===== src/rtl/seg7_scan_ctrl.sv =====
// Four-digit multiplexed 7-segment scan controller with per-slot anti-ghosting
// dead time, leading-zero blanking and a frame-synchronous load handshake.
module seg7_scan_ctrl #(
  parameter int CLK_DIV   = 1000,
  parameter int BLANK_CYC = 8
) (
  input  logic        clk,
  input  logic        rst,
  input  logic        en,
  input  logic        load,
  input  logic [15:0] value,
  input  logic [3:0]  dp_in,
  input  logic        blank_lz,
  output logic        ready,
  output logic        frame_done,
  output logic [3:0]  an,
  output logic [6:0]  seg,
  output logic        dp
);

  localparam int CW = (CLK_DIV > 2) ? $clog2(CLK_DIV) : 2;
  localparam logic [CW-1:0] CNT_MAX   = CW'(CLK_DIV - 1);
  localparam logic [CW-1:0] CNT_BLANK = CW'(BLANK_CYC);

  function automatic logic [6:0] seg_decode(input logic [3:0] nib);
    logic [6:0] s;
    case (nib)
      4'h0: s = 7'h01;
      4'h1: s = 7'h4F;
      4'h2: s = 7'h12;
      4'h3: s = 7'h06;
      4'h4: s = 7'h4C;
      4'h5: s = 7'h24;
      4'h6: s = 7'h20;
      4'h7: s = 7'h0F;
      4'h8: s = 7'h00;
      4'h9: s = 7'h0C;
      4'hA: s = 7'h08;
      4'hB: s = 7'h60;
      4'hC: s = 7'h31;
      4'hD: s = 7'h42;
      4'hE: s = 7'h30;
      default: s = 7'h38;
    endcase
    return s;
  endfunction

  logic [CW-1:0] cnt_q, cnt_d;
  logic [1:0]    idx_q, idx_d;
  logic [15:0]   disp_q, disp_d;
  logic [3:0]    dp_disp_q, dp_disp_d;
  logic [15:0]   shadow_q, shadow_d;
  logic [3:0]    shadow_dp_q, shadow_dp_d;
  logic          pending_q, pending_d;
  logic [3:0]    an_q, an_d;
  logic [6:0]    seg_q, seg_d;
  logic          dp_q, dp_d;
  logic          frame_done_q, frame_done_d;

  logic          frame_end;
  logic          lz_blank;
  logic [3:0]    cur_nib;

  always_comb begin
    cnt_d        = cnt_q;
    idx_d        = idx_q;
    disp_d       = disp_q;
    dp_disp_d    = dp_disp_q;
    shadow_d     = shadow_q;
    shadow_dp_d  = shadow_dp_q;
    pending_d    = pending_q;
    an_d         = 4'hF;
    seg_d        = 7'h7F;
    dp_d         = 1'b1;

    frame_end    = en && (cnt_q == CNT_MAX) && (idx_q == 2'd3);
    frame_done_d = frame_end;

    if (!en) begin
      cnt_d = '0;
      idx_d = 2'd0;
    end else if (cnt_q == CNT_MAX) begin
      cnt_d = '0;
      idx_d = idx_q + 2'd1;
    end else begin
      cnt_d = cnt_q + CW'(1);
    end

    // A pending update lands only at a frame boundary (or immediately when idle);
    // ready is low while pending, so capture and apply never coincide.
    if (pending_q && (frame_end || !en)) begin
      disp_d    = shadow_q;
      dp_disp_d = shadow_dp_q;
      pending_d = 1'b0;
    end else if (load && !pending_q) begin
      shadow_d    = value;
      shadow_dp_d = dp_in;
      pending_d   = 1'b1;
    end

    case (idx_q)
      2'd0:    cur_nib = disp_q[3:0];
      2'd1:    cur_nib = disp_q[7:4];
      2'd2:    cur_nib = disp_q[11:8];
      default: cur_nib = disp_q[15:12];
    endcase

    // Digit i is a leading zero when nibbles i..3 are all zero; digit 0 always shows.
    lz_blank = blank_lz && (idx_q != 2'd0) && ((disp_q >> {idx_q, 2'b00}) == 16'h0000);

    if (en && (cnt_q >= CNT_BLANK) && !lz_blank) begin
      an_d  = ~(4'b0001 << idx_q);
      seg_d = seg_decode(cur_nib);
      dp_d  = ~dp_disp_q[idx_q];
    end
  end

  always_ff @(posedge clk) begin
    if (rst) begin
      cnt_q        <= '0;
      idx_q        <= 2'd0;
      disp_q       <= 16'h0000;
      dp_disp_q    <= 4'h0;
      shadow_q     <= 16'h0000;
      shadow_dp_q  <= 4'h0;
      pending_q    <= 1'b0;
      an_q         <= 4'hF;
      seg_q        <= 7'h7F;
      dp_q         <= 1'b1;
      frame_done_q <= 1'b0;
    end else begin
      cnt_q        <= cnt_d;
      idx_q        <= idx_d;
      disp_q       <= disp_d;
      dp_disp_q    <= dp_disp_d;
      shadow_q     <= shadow_d;
      shadow_dp_q  <= shadow_dp_d;
      pending_q    <= pending_d;
      an_q         <= an_d;
      seg_q        <= seg_d;
      dp_q         <= dp_d;
      frame_done_q <= frame_done_d;
    end
  end

  assign ready      = ~pending_q;
  assign frame_done = frame_done_q;
  assign an         = an_q;
  assign seg        = seg_q;
  assign dp         = dp_q;

endmodule


===== config.mk =====
export PLATFORM = sky130hd
export DESIGN_NAME = seg7_scan_ctrl
export DESIGN_NICKNAME = d
export VERILOG_FILES = /design/src/rtl/seg7_scan_ctrl.sv
export SDC_FILE = /design/constraint.sdc
export NUM_CORES = 1
export LEC_CHECK = 0
export BUFFER_PORTS_ARGS = -buffer_cell sky130_fd_sc_hd__buf_2
export CAP_MARGIN = 20
export CORE_UTILIZATION = 56
export DETAILED_ROUTE_END_ITERATION = 8
export GPL_ROUTABILITY_DRIVEN = 0
export PLACE_DENSITY = 0.81
export SYNTH_ARGS = -nofsm -noshare
export SYNTH_HDL_FRONTEND = slang
export SYNTH_SLANG_ARGS = --single-unit

===== constraint.sdc =====
create_clock -name clk -period 3.3 [get_ports clk]
set_clock_uncertainty 0.2 [all_clocks]
set_input_delay 0.495 -clock clk [delete_from_list [all_inputs] [get_ports clk]]
set_output_delay 0.495 -clock clk [all_outputs]
set_load 0.02 [all_outputs]

==> results.md <==
Outcome:
- The run finished with clean final reports.

Detailed routing:
- The final routed DRC violation total is 0.
- The via count of the routed design is 2109.
- After detailed routing, the average wire length per cell comes to 12.2 µm.
- The routed via count divided by cell count is 5.07.
- The first detailed-routing pass took 4 iterations.
- The count of routing violations after the opening detailed-route iteration is 107.
- The total wire length is 5.06 mm.
- The remaining antenna violation count after routing is 0.

Yosys:
- The combinational family with the most area after synthesis is simple AND/OR/NAND/NOR gates.
- The mean area per synthesized cell is 8.98 µm².
- By count the netlist is led by 66 x sky130_fd_sc_hd__dfxtp_1, 57 x sky130_fd_sc_hd__nand2_1, 40 x sky130_fd_sc_hd__nor2_1.
- The cell taking the most area after synthesis is sky130_fd_sc_hd__dfxtp_1.
- Synthesis inferred 66 register bits.
- The cell area that synthesis handed to floorplanning was 2760 µm².
- The post-synthesis cell type count is 35.
- The post-synthesis adder-cell area fraction is 5.90%.
- The sequential area share after synthesis is 47.9%.
- The most frequent cell after synthesis is sky130_fd_sc_hd__dfxtp_1.
- The multiplexer area fraction after synthesis is 10.3%.
- Summed over its instances, the top area cell type makes up 47.9% of the synthesized netlist area.
- The instance count of the mapped netlist is 307.
- Yosys attributes the largest share of cell area to sky130_fd_sc_hd__dfxtp_1 48%, sky130_fd_sc_hd__mux2i_1 9.1%, sky130_fd_sc_hd__nand2_1 7.8%, sky130_fd_sc_hd__ha_1 5.9%, sky130_fd_sc_hd__nor2_1 5.4%.
- The proportion of register bits with asynchronous set or reset after synthesis is 0%.
- The number of nets produced by synthesis is 345.
- The number of enable-type register cells in the synthesized netlist is 0.
- The synthesized netlist devotes 9.66% of its cell area to compound gates.
- For this run, the number of Yosys warnings is 0.
- The post-synthesis simple-gate area fraction is 19.1%.
- The most frequently used flop master after synthesis is sky130_fd_sc_hd__dfxtp_1.
- The post-synthesis share of cell area spent on xor and xnor gates is 2.86%.

CTS:
- The CTS root buffer is sky130_fd_sc_hd__clkbuf_8.
- CTS saw 66 sinks.
- TritonCTS built the clock tree.
- The number of clock buffers added by TritonCTS is 9.
- The count of hold-fix buffers inserted at cts is 0.
- At the later pin of the worst-skew pair, clock insertion delay measures 0.34 ns.
- In this run the deepest clock path goes through 2 buffers.
- The post-CTS setup repair buffer count is 0.
- Gates resized during post-CTS repair numbered 0.
- After clock tree synthesis, the clock-pin slew on the worst setup and hold paths is 0.07 ns.
- In this run the number of H-tree levels came out at 3.

Setup path:
- The capture point of the critical path is seg[3]$_SDFF_PP1_.
- Counting both buffers and inverters, the worst setup path holds a total of 2.
- The worst register-to-register path has a depth of 10.
- STA classifies the critical path endpoint as a flip-flop.
- The register-to-register path setup slack is 0.63 ns.
- The critical path required time is 3.33 ns.
- Among cell families on the critical path, the largest total delay comes from compound AO/OA/AOI/OAI gates.
- In this run the worst path has a maximum fanout of 5.
- The worst setup path is of the flip-flop to flip-flop kind.
- The kind of start point of the critical path is a flip-flop.
- The largest individual stage delay along the critical path comes from the cell sky130_fd_sc_hd__dfxtp_1.
- Traced cell by cell, the critical path runs through inv_1 -> ha_1 -> a222oi_1 -> nand2_1 -> o21ai_0 -> inv_1 -> ha_1 -> a21oi_1 -> a32o_1 -> nand2_1.
- The startpoint identified for the worst register-to-register timing path is idx_q[0]$_SDFFE_PP0N_.
- For the worst setup path, the data arrival time is 2.70 ns.
- Counting buffers and inverters, the worst setup path is 10 cells deep.
- On the worst path, the slowest cell contributes a delay of 0.46 ns.
- The reg-to-reg endpoint is seg[3]$_SDFF_PP1_.
- The start point of the critical path is idx_q[0]$_SDFFE_PP0N_.

Placement:
- After legalization and detailed placement, the total HPWL measured 3.56 mm.
- The placed instances occupy a cell area of 2970 µm².
- The count of buffers added on input and output ports is 38.

Pwr:
- The worst-case IR drop observed on VDD is 348 µV.
- The internal power of the cells totals 1.15 mW.
- The fraction of power consumed by sequential logic is 55.3%.
- The clock network accounts for 38.7% of the total power.
- Combinational logic burns 6.1% of the power.
- Net switching is 23.7% of the power.
- Summed over all cells, the static leakage comes to 1.35 nW.
- Summing internal, switching and leakage power gives 1.50 mW.
- The power per unit of standard cell area is 477 nW/µm².
- In this run the power spent charging and discharging nets is 356 µW.

Final layout:
- The number of inserted diodes is 0.
- The layout has 418 filler cells.
- The finished cells cover 3150 µm².
- The net count reported at finish is 382.
- For this run, the share of the core covered by cells in the final layout is 66.7%.
- The area added between synthesis and finish is 14.2%.
- The share of post-route cells with drive strength above 1 is 16.3%.

STA:
- The worst max-slew margin expressed relative to the limit is 31.8%.
- The transition at the pin with the smallest max-transition slack is 1.02 ns.
- The final number of max-transition violations came to 0.
- In the finished design, the share of the clock period the worst path needs comes to 81.0%.
- After routing, the total negative slack on setup checks comes to 0 ns.
- The hold violation total from the final report is 0.
- The setup-violating endpoint count in the final report is 0.
- Setup repair after global routing left no endpoint under its margin.
- The worst path in the final design needs a cycle of 2.67 ns, including I/O delays and setup.
- Static timing analysis puts the maximum clock frequency at 0.374 GHz.

Die:
- The floorplan has 25 rows.
- The die width is 72.2 µm.
- The effective utilization at floorplan is 58.4%.
- The die covers 5210 µm².
- The floorplan step defined a core boundary enclosing 4720 µm².
- The die is 72.2 µm tall.
- 39 I/O pins were placed.

Global routing:
- Across every metal layer, demand over resource in global routing totals 22.1%.
- The via count of the first global-routing pass is 1923.
- The pin count of the biggest net entering global routing is 43.
- Summed over all layers, the global routing overflow is 0.
- The first global-routing pass estimated 8.78 mm of wire.
- The number of antenna violations at the first check in global routing came to 0.

Hold path:
- The path category of the worst min-delay check is input pin to flip-flop.

Run:
- The tool flagged a number of max-cap violations equal to 0.
-- routing by layer --
layer	track usage, %	vias up	share of wire [%]
met5	0	-	0
met4	11.5	0	1.7
li1	-	1109	-
met3	8.19	8	4.0
met1	26.8	955	48
met2	34.1	37	46
-- sequential cells by signal, summed over array words and instances, names as in the netlist --
register and flops:
disp_q 16, shadow_q 16, cnt_q 10, seg 7
an 4, dp_disp_q 4, shadow_dp_q 4, idx_q 2
dp 1, frame_done 1, pending_q 1
-- kinds of logic after synthesis --
kind of cell,after synthesis
simple gates,122
flops,66
compound gates,43
buf+inv,27
mux,27
fa+ha+maj,13
xor+xnor,9
-- metrics by stage --
stage          hold WS [ns]  cells  setup slack, ns
3_3_place_gp          0.244    399            0.715
3_5_place_dp          0.249    399            0.647
4_1_cts               0.166    415            0.631
2_1_floorplan         0.236    307            0.969
6_report              0.185    416            0.628
5_1_grt               0.181    416            0.421
-- cells in the final DEF (no fill, tap or decap), types with 2 or more instances in the layout --
cell type / count
sky130_fd_sc_hd__nor2b_1: 3
sky130_fd_sc_hd__xnor2_1: 5
sky130_fd_sc_hd__ha_1: 13
sky130_fd_sc_hd__clkbuf_1: 2
sky130_fd_sc_hd__nor2_1: 40
sky130_fd_sc_hd__dfxtp_1: 66
sky130_fd_sc_hd__clkinvlp_4: 3
sky130_fd_sc_hd__o221ai_1: 4
sky130_fd_sc_hd__mux2i_1: 25
sky130_fd_sc_hd__nor4_1: 5
sky130_fd_sc_hd__a211oi_1: 2
sky130_fd_sc_hd__inv_1: 13
sky130_fd_sc_hd__o21ai_0: 5
sky130_fd_sc_hd__nand3_1: 4
sky130_fd_sc_hd__a21oi_1: 24
sky130_fd_sc_hd__a222oi_1: 4
sky130_fd_sc_hd__nand4_1: 3
sky130_fd_sc_hd__nand2_1: 57
sky130_fd_sc_hd__xor2_1: 4
sky130_fd_sc_hd__clkbuf_8: 10
sky130_fd_sc_hd__nand2b_1: 3
sky130_fd_sc_hd__buf_4: 2
sky130_fd_sc_hd__buf_2: 38
-- worst reg2reg max path, cell delays in order, from the launching register on --
cell,delay (ns)
sky130_fd_sc_hd__dfxtp_1,0.46
sky130_fd_sc_hd__inv_1,0.15
sky130_fd_sc_hd__ha_1,0.28
sky130_fd_sc_hd__a222oi_1,0.34
sky130_fd_sc_hd__nand2_1,0.11
sky130_fd_sc_hd__o21ai_0,0.25
sky130_fd_sc_hd__inv_1,0.15
sky130_fd_sc_hd__ha_1,0.30
sky130_fd_sc_hd__a21oi_1,0.14
sky130_fd_sc_hd__a32o_1,0.14
sky130_fd_sc_hd__nand2_1,0.05
-- worst min-delay path by stage --
stage | start | end | slack, ns | cells after the start
finish | value[4] | shadow_q[4]$_SDFFE_PP0P_ | 0.18 | 3
global placement | shadow_q[11]$_SDFFE_PP0P_ | shadow_q[11]$_SDFFE_PP0P_ | 0.24 | 2
global route | value[4] | shadow_q[4]$_SDFFE_PP0P_ | 0.18 | 3
floorplan | shadow_dp_q[0]$_SDFFE_PP0P_ | shadow_dp_q[0]$_SDFFE_PP0P_ | 0.24 | 2
detailed placement | shadow_q[11]$_SDFFE_PP0P_ | shadow_q[11]$_SDFFE_PP0P_ | 0.25 | 2
CTS | value[8] | shadow_q[8]$_SDFFE_PP0P_ | 0.17 | 3
-- layout make-up --
type / instances / area, µm² / share of cell area (%)
clock buffer: 12 / 145 / 4.61
multi-input combinational: 214 / 1320 / 41.9
inverter: 13 / 48.8 / 1.55
timing repair buffer: 40 / 205 / 6.51
clock inverter: 4 / 27.5 / 0.874
sequential: 66 / 1320 / 41.9
tap: 67 / 83.8 / 2.66
-- power by group through the flow --
stage               Clock, mW  Sequential (mW)  Combinational, mW
CTS                     0.600            0.830             0.0910
finish                  0.581            0.831             0.0915
global route            0.634            0.833              0.104
floorplan                   0            0.844             0.0686
global placement            0            0.848             0.0886
detailed placement          0            0.848             0.0906
No activity file was read; power rests on OpenSTA's default activity.
